File: config.mk
export PLATFORM = sky130hd
export DESIGN_NAME = mac_out_writer
export DESIGN_NICKNAME = d
export VERILOG_FILES = /design/src/rtl/mac_out_writer.sv
export SDC_FILE = /design/constraint.sdc
export NUM_CORES = 1
export LEC_CHECK = 0
export ABC_AREA = 1
export CAP_MARGIN = 10
export CORE_ASPECT_RATIO = 1.75
export CORE_MARGIN = 5
export CORE_UTILIZATION = 25
export DETAILED_ROUTE_END_ITERATION = 12
export GPL_ROUTABILITY_DRIVEN = 0
export PLACE_DENSITY_LB_ADDON = 0.2
export SYNTH_ARGS = -nofsm -noshare
export SYNTH_HDL_FRONTEND = slang
export SYNTH_SLANG_ARGS = --single-unit
export TNS_END_PERCENT = 5
File: constraint.sdc
create_clock -name CLK -period 2.6 [get_ports CLK]
set_input_delay 0.39 -clock CLK [delete_from_list [all_inputs] [get_ports CLK]]
set_output_delay 0.39 -clock CLK [all_outputs]
set_load 0.005 [all_outputs]
File: src/rtl/mac_out_writer.sv
// Drain stage of the MAC array: packs the result stream four lanes per 64-bit word into output memory.
// Optional macro ACCUM_EN turns each word write into a read-modify-write that accumulates into memory.
module mac_out_writer #(
  parameter int RES_W  = 16,
  parameter int LANES  = 4,
  parameter int ADDR_W = 4
) (
  input  logic                     CLK,
  input  logic                     RSTN,
  input  logic [11:0]              MNT,
  input  logic                     START,
  input  logic                     RES_VALID,
  output logic                     RES_READY,
  input  logic [RES_W-1:0]         RES_DATA,
  output logic                     EN_O,
  output logic                     RW_O,
  output logic [ADDR_W-1:0]        ADDR_O,
  output logic [RES_W*LANES-1:0]   WDATA_O,
  input  logic [RES_W*LANES-1:0]   RDATA_O,
  output logic                     BUSY,
  output logic                     DONE
);

  localparam logic [2:0] S_IDLE    = 3'd0;
  localparam logic [2:0] S_COLLECT = 3'd1;
  localparam logic [2:0] S_WRITE   = 3'd2;
  localparam logic [2:0] S_FIN     = 3'd3;
`ifdef ACCUM_EN
  localparam logic [2:0] S_RD      = 3'd4;
  localparam logic [2:0] S_RDWAIT  = 3'd5;
`endif

  logic [2:0]       state;
  logic [3:0]       m_reg;
  logic [3:0]       t_reg;
  logic [2:0]       row;
  logic [2:0]       col;
  logic [RES_W-1:0] lanes [LANES];
  logic [LANES-1:0] filled;

  logic [RES_W-1:0] lanes_nx [LANES];
  logic [LANES-1:0] filled_nx;
  logic             xfer;
  logic             last_col;
  logic             last_row;
  logic             word_end;

  // Dimensions beyond the 8x8 output tile are clamped so addressing never wraps.
  function automatic logic [3:0] clamp8(input logic [3:0] v);
    return (v > 4'd8) ? 4'd8 : v;
  endfunction

  assign xfer     = RES_VALID & RES_READY;
  assign last_col = ({1'b0, col} == (t_reg - 4'd1));
  assign last_row = ({1'b0, row} == (m_reg - 4'd1));
  assign word_end = (col[1:0] == 2'd3) | last_col;

  always_comb begin
    for (int k = 0; k < LANES; k++) lanes_nx[k] = lanes[k];
    filled_nx = filled;
    if (xfer) begin
      lanes_nx[col[1:0]]  = RES_DATA;
      filled_nx[col[1:0]] = 1'b1;
    end
  end

`ifdef ACCUM_EN
  logic [RES_W*LANES-1:0] merge_word;
  logic                   unused_ok;

  // Filled lanes add onto the stored partial sum; unfilled lanes write back the old value.
  always_comb begin
    merge_word = '0;
    for (int k = 0; k < LANES; k++) begin
      if (filled[k])
        merge_word[k*RES_W +: RES_W] = RDATA_O[k*RES_W +: RES_W] + lanes[k];
      else
        merge_word[k*RES_W +: RES_W] = RDATA_O[k*RES_W +: RES_W];
    end
  end

  assign unused_ok = ^MNT[7:4];
`else
  logic [RES_W*LANES-1:0] new_word;
  logic                   unused_ok;

  always_comb begin
    new_word = '0;
    for (int k = 0; k < LANES; k++) begin
      if (filled_nx[k]) new_word[k*RES_W +: RES_W] = lanes_nx[k];
    end
  end

  assign unused_ok = ^{RDATA_O, MNT[7:4]};
`endif

  // Every output is registered, so memory strobes are set on the edge that enters their state.
  always_ff @(posedge CLK or negedge RSTN) begin
    if (!RSTN) begin
      state     <= S_IDLE;
      m_reg     <= '0;
      t_reg     <= '0;
      row       <= '0;
      col       <= '0;
      filled    <= '0;
      for (int k = 0; k < LANES; k++) lanes[k] <= '0;
      RES_READY <= 1'b0;
      EN_O      <= 1'b0;
      RW_O      <= 1'b0;
      ADDR_O    <= '0;
      WDATA_O   <= '0;
      BUSY      <= 1'b0;
      DONE      <= 1'b0;
    end else begin
      case (state)
        S_IDLE: begin
          if (START) begin
            m_reg  <= clamp8(MNT[11:8]);
            t_reg  <= clamp8(MNT[3:0]);
            row    <= '0;
            col    <= '0;
            filled <= '0;
            for (int k = 0; k < LANES; k++) lanes[k] <= '0;
            if ((MNT[11:8] == 4'd0) || (MNT[3:0] == 4'd0)) begin
              DONE  <= 1'b1;
              state <= S_FIN;
            end else begin
              BUSY      <= 1'b1;
              RES_READY <= 1'b1;
              state     <= S_COLLECT;
            end
          end
        end

        S_COLLECT: begin
          if (xfer) begin
            for (int k = 0; k < LANES; k++) lanes[k] <= lanes_nx[k];
            filled <= filled_nx;
            if (word_end) begin
              RES_READY <= 1'b0;
              EN_O      <= 1'b1;
              ADDR_O    <= {row, col[2]};
`ifdef ACCUM_EN
              RW_O      <= 1'b0;
              state     <= S_RD;
`else
              RW_O      <= 1'b1;
              WDATA_O   <= new_word;
              state     <= S_WRITE;
`endif
            end else begin
              col <= col + 3'd1;
            end
          end
        end

`ifdef ACCUM_EN
        S_RD: begin
          EN_O  <= 1'b0;
          state <= S_RDWAIT;
        end

        S_RDWAIT: begin
          EN_O    <= 1'b1;
          RW_O    <= 1'b1;
          WDATA_O <= merge_word;
          state   <= S_WRITE;
        end
`endif

        S_WRITE: begin
          EN_O   <= 1'b0;
          RW_O   <= 1'b0;
          filled <= '0;
          for (int k = 0; k < LANES; k++) lanes[k] <= '0;
          if (last_col && last_row) begin
            BUSY  <= 1'b0;
            DONE  <= 1'b1;
            state <= S_FIN;
          end else begin
            RES_READY <= 1'b1;
            state     <= S_COLLECT;
            if (last_col) begin
              col <= '0;
              row <= row + 3'd1;
            end else begin
              col <= col + 3'd1;
            end
          end
        end

        S_FIN: begin
          DONE  <= 1'b0;
          BUSY  <= 1'b0;
          state <= S_IDLE;
        end

        default: begin
          state <= S_IDLE;
        end
      endcase
    end
  end

endmodule

==> impl_metrics.toml, run 1 <==
[timing]
worst_pin_slew_ns = 0.5637
setup_viol = 0
rsz0062_at_grt = "no"
fin_crit_sh_pct = 79.51
drv_slew = 0
fmaxAchievable_ghz = 0.4838
skew_ns = 0.006214
fin_crit_ns = 2.067
slew_headroom_pct = 62.33
finalSetupTns_ns = 0
finalHoldViolCount = 0

[pwr]
power_leakage_nw = 4.071
ir_drop_uv = 572.0
finalPower_mw = 7.895
p_per_area_mw_per_mm2 = 820.4

[setup_path]
end_kind = "register"
path_class = "register to register"
startpoint_type = "register"
crit_arrival_ns = 2.43
r2r.worst_path.cells = 10
r2r_slack_ns = 0.53
required_ns = 2.96
cp_max_fo = 36

[detailed_routing]
drtAntennaViolNets = 0
drtIter0Drc = 436
wire_per_inst_um = 15.90
first_pass_iters = 5
drc = 0
route.vias.total = 6201
drt-total-wl_mm = 22.34
vias_per_cell = 4.414

[yosys]
avgSynthCellArea_um2 = 8.316
synth_area_mm2 = 0.007684
synth_cell_types = 25
netlist_instances = 924
ys_warn_count = 0
syn_nets = 1031
ys_seq_area_share_pct = 50.81
ys_ff_latch = 156

[clock_tree]
cts_hold_buf = 1
cts_setup_buffers = 0
clockRootBuffer = "clkbuf_16"
clock_latency_ns = 0.43
clockBufferDepth = 2
clkSinkCount = 156
htree_levels = 4
cts_resized = 0
cts_tree = "done"
numCtsBuffers = 17
clk_pin_slew_ns = 0.06

[job]
maxCapViolCount = 0

[global_route]
grt_max_degree = 70
grt_pass1_vias = 6034
grt_overflow = 0
track_usage_pct = 13.29
grt_pass1_wl_mm = 35.32
antenna_found_initial = 0

[place]
port_buffers = 100
dp_hpwl_mm = 14.97

[min_path]
holdPathStages = 2
hold_class = "register to register"

[layout]
nNetsFinal = 1113
reg_top3 = "WDATA_O x64, lanes x64"
area_growth_pct = 25.24
antenna_cells_inserted = 0
post_route_cells_drive_above_1_share_pct = 10.95

[die]
pin_count = 169
die_width_um = 142.5
die-area_mm2 = 0.03448
die_h_um = 241.9
row_count = 85
floorplan.initialDensity_pct = 25.17
core_area_mm2 = 0.03052

[run_status]
status = "completed"
==> synth_stat cells, drive strengths merged <==
master    n  area (µm²)
xnor2     2       17.52
dfrtp   156        3904
inv     103       386.6
nand2   258       970.9
buf      21       193.9
or2       1       6.260
a21oi     3       15.01
o22a      1       10.01
o21ai   212        1290
nand3    95       480.5
nand3b    1       11.26
nand4     1       6.260
xor2      4       35.03
o22ai     4       25.02
nor2     16       62.56
clkbuf   35       131.4
ha       11       137.6
==> worst max-delay path: stages, from the launching register on <==
cell and delay, ns:
dfrtp_1 0.40, inv_2 0.07, ha_1 0.34, xnor2_1 0.18, nor2_1 0.08, nand3_2 0.10
nand2_2 0.08, nand3b_4 0.12, buf_4 0.42, nand2_1 0.12, o21ai_2 0.07
==> routing by layer <==
layer  track usage (%)  vias to the layer above  wire length (µm)
met5                 0                        -                 0
met4             4.281                        0               420
met3             3.002                       13               811
met2             22.66                      112             11600
met1             16.47                     2941              9504
li1                  -                     3135                 -
==> area by class of cell <==
| cell class | count | area (µm²) |
|---|---|---|
| flip-flops and latches | 156 | 3904 |
| well taps | 391 | 489.2 |
| clock inverters | 3 | 65.06 |
| clock buffers | 24 | 471.7 |
| fillers | 3213 | 20900 |
| repair buffers | 119 | 1222 |
| inverters | 103 | 386.6 |
| multi-input cells | 609 | 3084 |
==> placed cells by master (no fill, tap or decap), drive strengths merged <==
cell / instances
buf: 19
o22a: 1
inv: 103
ha: 11
nand3b: 1
dfrtp: 156
nand4: 1
a21oi: 3
nand3: 95
nor2: 16
xor2: 4
o21ai: 212
clkinv: 1
clkdlybuf4s50: 99
o22ai: 4
dlygate4sd3: 1
bufinv: 2
or2: 1
xnor2: 2
nand2: 258
clkbuf: 24
==> cell families after synthesis <==
kind of cell	synth area share (%)
DFF	50.81
buffers and inverters	9.266
xor gates and xnor gates	0.6839
and+or+nand+nor	20.01
adders and majority gates	1.791
AOI/OAI and AO/OA	17.44
==> per-stage QoR <==
| step | instance area [µm²] | util, % | hold slack [ns] | worst slack, ns | cells |
|---|---|---|---|---|---|
| CTS | 9623 | 31.53 | 0.4843 | 0.5105 | 1405 |
| detailed placement | 9076 | 29.74 | 0.4043 | 0.4045 | 1377 |
| global route | 9623 | 31.53 | 0.4948 | 0.3187 | 1405 |
| finish | 9623 | 31.53 | 0.4795 | 0.5328 | 1405 |
| floorplan | 7684 | - | 0.09441 | 0.7948 | 924 |
| global placement | 9076 | 29.74 | 0.4055 | 0.4260 | 1377 |
==> final timing paths <==
kind	from	end
setup / recovery	t_reg[0]$_DFFE_PN0P_	WDATA_O[12]$_DFFE_PN0P_
hold / removal	WDATA_O[26]$_DFFE_PN0P_	WDATA_O[26]$_DFFE_PN0P_
setup reg to reg	t_reg[0]$_DFFE_PN0P_	WDATA_O[12]$_DFFE_PN0P_
hold reg to reg	WDATA_O[26]$_DFFE_PN0P_	WDATA_O[26]$_DFFE_PN0P_
max in group asynchronous	RSTN	WDATA_O[44]$_DFFE_PN0P_
min in group asynchronous	RSTN	WDATA_O[62]$_DFFE_PN0P_
==> where the power goes <==
part / total [mW] / leakage (nW) / internal [mW] / switching [mW]
Combinational: 2.65 / 1.66 / 0.829 / 1.82
Sequential: 2.85 / 2.15 / 2.69 / 0.158
Clock: 2.40 / 0.262 / 1.44 / 0.960
Note: power is estimated with default switching activity, not from simulation.
==> run 2: changes to the inputs <==
Clock period 2.6 ns to 2.11 ns, I/O delays scaled along.
==> run 2 against run 1 <==
  * Via count up 1.2%
  * Clock skew up 0.0016 ns
  * Worst hold slack worse by 0.10 ns
  * Critical path depth up 2
  * Final cell count up 0.57%
  * Final area up 1.8%
  * Combinational power up 32%
  * Utilization up 0.57 points
  * Largest cell class unchanged
  * Wire length up 1.7%
  * Critical endpoint is now RW_O$_DFFE_PN0P_
  * Count of clock-buffer cells in the layout down 1
  * Die area unchanged
  * Power up 29%
==> impl_metrics.toml, run 2 (synthesized netlist as in run 1, its figures left out) <==
[setup_path]
timing.critical_path.cells = "inv_2 -> ha_1 -> xnor2_1 -> nor2_1 -> nand3_2 -> nand2_2 -> nand3b_4 -> buf_12 -> nand2_1 -> nand2_1 -> nand2_1 -> inv_1"
max_stage_delay_ns = 0.40
path_class = "register to register"
startpoint_type = "register"
end_kind = "register"
r2r.worst_path.cells = 12
required_ns = 2.44
cp.depth = 12
cpMostUsedCell = "nand2_1"
critical-path-slowest-cell = "dfrtp_1"
cp.buffers_inverters = 3
crit_family = "simple AND/OR/NAND/NOR gates"
cp_max_fo = 48
crit_arrival_ns = 2.31

[timing]
worst_pin_slew_ns = 0.5082
fin_crit_sh_pct = 93.43
setup_viol = 0
skew_ns = 0.007818
finalHoldViolCount = 0
slew_headroom_pct = 66.02
fin_crit_ns = 1.971
fmaxAchievable_ghz = 0.5073
drv_slew = 0
rsz0062_at_grt = "yes"

[detailed_routing]
drtAntennaViolNets = 0
drtIter0Drc = 462
first_pass_iters = 5
wire_per_inst_um = 16.08
drt-total-wl_mm = 22.72
drc = 0
vias_per_cell = 4.441
route.vias.total = 6275

[pwr]
ir_drop_uv = 656.4
p_per_area_mw_per_mm2 = 1041
power_leakage_nw = 4.153

[global_route]
grt_pass1_wl_mm = 35.71
grt_max_degree = 69
grt_pass1_vias = 6187
grt_overflow = 0
track_usage_pct = 13.49
antenna_found_initial = 0

[die]
die-area_mm2 = 0.03448
die_width_um = 142.5
pin_count = 169
row_count = 85
die_h_um = 241.9
core_area_mm2 = 0.03052
floorplan.initialDensity_pct = 25.17

[layout]
antenna_cells_inserted = 0
instances_no_fill = 1413
final_common_cell = "nand2_1"
fillers = 3187
area_growth_pct = 27.50
stdcell_area_mm2 = 0.009797
final_cell_mix = "nand2_1 (257), dfrtp_1 (156), o21ai_0 (142)"
reg_top3 = "WDATA_O x64, lanes x64"
nNetsFinal = 1118
post_route_cells_drive_above_1_share_pct = 12.13

[place]
post_dp_cell_area_mm2 = 0.009156
port_buffers = 100
place_inst = 1381
dp_hpwl_mm = 15.25

[min_path]
hold_class = "input pin to async pin"

[job]
maxCapViolCount = 0

[clock_tree]
clockBufferDepth = 2
clockRootBuffer = "clkbuf_16"
numCtsBuffers = 17
htree_levels = 4
clk_pin_slew_ns = 0.06
clock_latency_ns = 0.44
clkSinkCount = 156
cts_tree = "done"

[run_status]
status = "completed"
## run 2: worst paths after layout
path                                          from                 endpoint  slack (ns)
hold reg to reg            WDATA_O[22]$_DFFE_PN0P_  WDATA_O[22]$_DFFE_PN0P_        0.48
setup / recovery              t_reg[0]$_DFFE_PN0P_         RW_O$_DFFE_PN0P_        0.14
hold / removal                                RSTN  WDATA_O[10]$_DFFE_PN0P_        0.38
setup reg to reg              t_reg[0]$_DFFE_PN0P_         RW_O$_DFFE_PN0P_        0.14
min in group CLK                            MNT[1]     t_reg[1]$_DFFE_PN0P_        0.45
max in group asynchronous                     RSTN    RES_READY$_DFFE_PN0P_        1.06
## run 2: stage by stage
stage	utilization (%)	hold slack, ns	TNS, ns	power [mW]	worst slack, ns
after floorplan	-	0.02091	0	5.678	0.3048
after global placement	30.00	0.2874	0	6.968	0.09911
after detailed placement	30.00	0.2893	0	6.989	0.07574
after CTS	32.00	0.3790	0	10.24	0.06734
after global routing	32.10	0.4194	-0.08827	10.90	-0.02492
final	32.10	0.3790	0	10.20	0.1386
## run 2: timing repair
action	in CTS	in global routing
hold buffers	1	0
hold endpoints to repair	42	0
setup buffers	0	0
endpoints found under the setup margin	0	76
resized for setup	0	2
## run 2: metal layers
layer | up-vias | GRT usage (%) | part of all wire, %
li1 | 3139 | - | -
met1 | 3009 | 16.44 | 42
met2 | 110 | 22.83 | 53
met3 | 17 | 3.298 | 3.7
met4 | 0 | 4.980 | 1.9
met5 | - | 0 | 0
## run 2: final cells by class
cell class | instances | area (µm²) | share of cell area (%)
inverters | 103 | 386.6 | 3.946
well taps | 391 | 489.2 | 4.994
repair buffers | 124 | 1328 | 13.55
clock inverters | 7 | 112.6 | 1.149
flip-flops and latches | 156 | 3904 | 39.85
clock buffers | 23 | 488.0 | 4.981
multi-input cells | 609 | 3089 | 31.53
## run 2: where the power goes
part	total, mW	internal, mW	switching [mW]
registers	3.51	3.31	0.199
logic	3.49	1.17	2.32
clock network	3.20	1.97	1.23
total	10.2	6.45	3.75
## run 2: worst register-to-register path, delay by kind of cell, from the launching register on
kind	cells	cell delay, ns
and+or+nand+nor	7	0.68
DFF	1	0.40
xor gates and xnor gates	1	0.14
adders and majority gates	1	0.33
buffers and inverters	3	0.31
==> run 3: changes to the inputs <==
Clock period 2.11 ns to 2 ns, I/O delays scaled along.
==> run 3 against run 2 <==
  * Die area unchanged
  * Final area up 0.65%
  * Via count up 1.0%
  * Clock skew about the same
  * Largest cell class unchanged
  * Worst setup slack worse by 0.031 ns
==> impl_metrics.toml, run 3 (synthesized netlist as in run 1, its figures left out) <==
[timing]
fin_ws_ns = 0.1075
drv_slew = 0
fin_crit_ns = 1.893
rsz0062_at_grt = "yes"
fin_crit_sh_pct = 94.63
slew_headroom_pct = 65.62
skew_ns = 0.007590
setup_viol = 0
finalHoldViolCount = 0
fmaxAchievable_ghz = 0.5284
worst_pin_slew_ns = 0.5141

[setup_path]
crit_family = "simple AND/OR/NAND/NOR gates"
path_class = "register to register"
startpoint_type = "register"
cp_max_fo = 55
crit_arrival_ns = 2.21
cp.buffers_inverters = 2
r2r.worst_path.cells = 10
cp.depth = 10
required_ns = 2.32
max_stage_delay_ns = 0.35
end_kind = "register"
critical-path-slowest-cell = "dfrtp_1"
timing.critical_path.cells = "inv_2 -> ha_1 -> xnor2_1 -> nor2_1 -> nand3_2 -> nand2_2 -> nand3b_4 -> buf_12 -> nand2_1 -> o21ai_2"

[die]
pin_count = 169
die-area_mm2 = 0.03448
die_width_um = 142.5
core_area_mm2 = 0.03052
floorplan.initialDensity_pct = 25.17
row_count = 85
die_h_um = 241.9

[job]
maxCapViolCount = 0

[layout]
seq_area_mm2 = 0.003904
final_util_pct = 32.31
nNetsFinal = 1125
post_route_cells_drive_above_1_share_pct = 12.91
stdcell_area_mm2 = 0.009861
final_cell_mix = "nand2_1 (257), dfrtp_1 (156), o21ai_0 (141)"
area_growth_pct = 28.33
fillers = 3223
reg_top3 = "WDATA_O x64, lanes x64"
instances_no_fill = 1421
final_common_cell = "nand2_1"
antenna_cells_inserted = 0
multi_input_comb_area_mm2 = 0.003098

[detailed_routing]
route.vias.total = 6338
first_pass_iters = 5
drc = 0
drtIter0Drc = 482
wire_per_inst_um = 15.86
drtAntennaViolNets = 0
vias_per_cell = 4.460
drt-total-wl_mm = 22.53

[pwr]
p_per_area_mw_per_mm2 = 1086
p_seq_share_pct = 34.5
p_comb_share_pct = 35.4
power_frac_clock_pct = 30.2
ir_drop_uv = 606.8
finalPower_mw = 10.71
switching_share_pct = 37.04
p_sw_mw = 3.968
p_int_mw = 6.745
power_leakage_nw = 4.190

[global_route]
grt_overflow = 0
antenna_found_initial = 0
grt_pass1_wl_mm = 35.62
track_usage_pct = 13.40
grt_pass1_vias = 6297
grt_max_degree = 69

[clock_tree]
clk_pin_slew_ns = 0.06
htree_levels = 4
clockRootBuffer = "clkbuf_16"
clock_latency_ns = 0.44
clkSinkCount = 156
numCtsBuffers = 17
clockBufferDepth = 2
cts_tree = "done"

[place]
place_ws_ns = 0.04583
place_inst = 1388
port_buffers = 100
post_dp_cell_area_mm2 = 0.009234
dp_hpwl_mm = 15.20

[min_path]
hold_class = "input pin to async pin"

[run_status]
status = "completed"
==> run 3: cell type report <==
class | count | share of cell area, %
clock buffers | 23 | 4.949
clock inverters | 8 | 0.9136
inverters | 103 | 3.921
multi-input cells | 609 | 31.42
flip-flops and latches | 156 | 39.59
well taps | 391 | 4.961
repair buffers | 131 | 14.25
==> run 3: power groups by stage <==
| stage | Clock [mW] | Sequential, mW | Combinational [mW] |
|---|---|---|---|
| floorplan | 0 | 3.72 | 2.27 |
| global placement | 0 | 3.75 | 3.64 |
| detailed placement | 0 | 3.76 | 3.65 |
| CTS | 3.35 | 3.70 | 3.68 |
| global route | 3.44 | 3.74 | 4.26 |
| finish | 3.23 | 3.70 | 3.79 |
==> run 3: worst paths after layout <==
path	start	to	slack (ns)
setup / recovery	t_reg[0]$_DFFE_PN0P_	WDATA_O[3]$_DFFE_PN0P_	0.11
hold / removal	RSTN	WDATA_O[4]$_DFFE_PN0P_	0.36
setup reg to reg	t_reg[0]$_DFFE_PN0P_	WDATA_O[3]$_DFFE_PN0P_	0.11
hold reg to reg	WDATA_O[29]$_DFFE_PN0P_	WDATA_O[29]$_DFFE_PN0P_	0.48
max in group asynchronous	RSTN	lanes[24]$_DFFE_PN0P_	1.06
min in group CLK	MNT[0]	t_reg[0]$_DFFE_PN0P_	0.43
==> run 3: what timing repair did <==
action                                 in CTS  in global routing
setup buffers                               0                  0
hold buffers                                1                  0
gates resized for setup                     0                  5
setup endpoints to repair                   0                 88
endpoints found under the hold margin      36                  0
==> run 3: per-stage QoR <==
stage               hold WS [ns]  TNS (ns)
floorplan               0.004409         0
global placement          0.2661         0
detailed placement        0.2647         0
CTS                       0.3491         0
global route              0.4017   -0.1377
finish                    0.3607         0
==> run 3: worst reg2reg max path, stage by stage (launching register included) <==
cell      delay, ns
dfrtp_1        0.35
inv_2          0.06
ha_1           0.33
xnor2_1        0.14
nor2_1         0.13
nand3_2        0.11
nand2_2        0.10
nand3b_4       0.13
buf_12         0.22
nand2_1        0.16
o21ai_2        0.05
==> run 3: per-layer routing <==
layer  global-route usage (%)  up-vias  part of all wire (%)
met5                        0        -                     0
met4                    5.736        0                   3.1
met3                    2.884       33                   3.5
met2                    23.27      124                    51
met1                    15.71     3014                    42
li1                         -     3167                     -
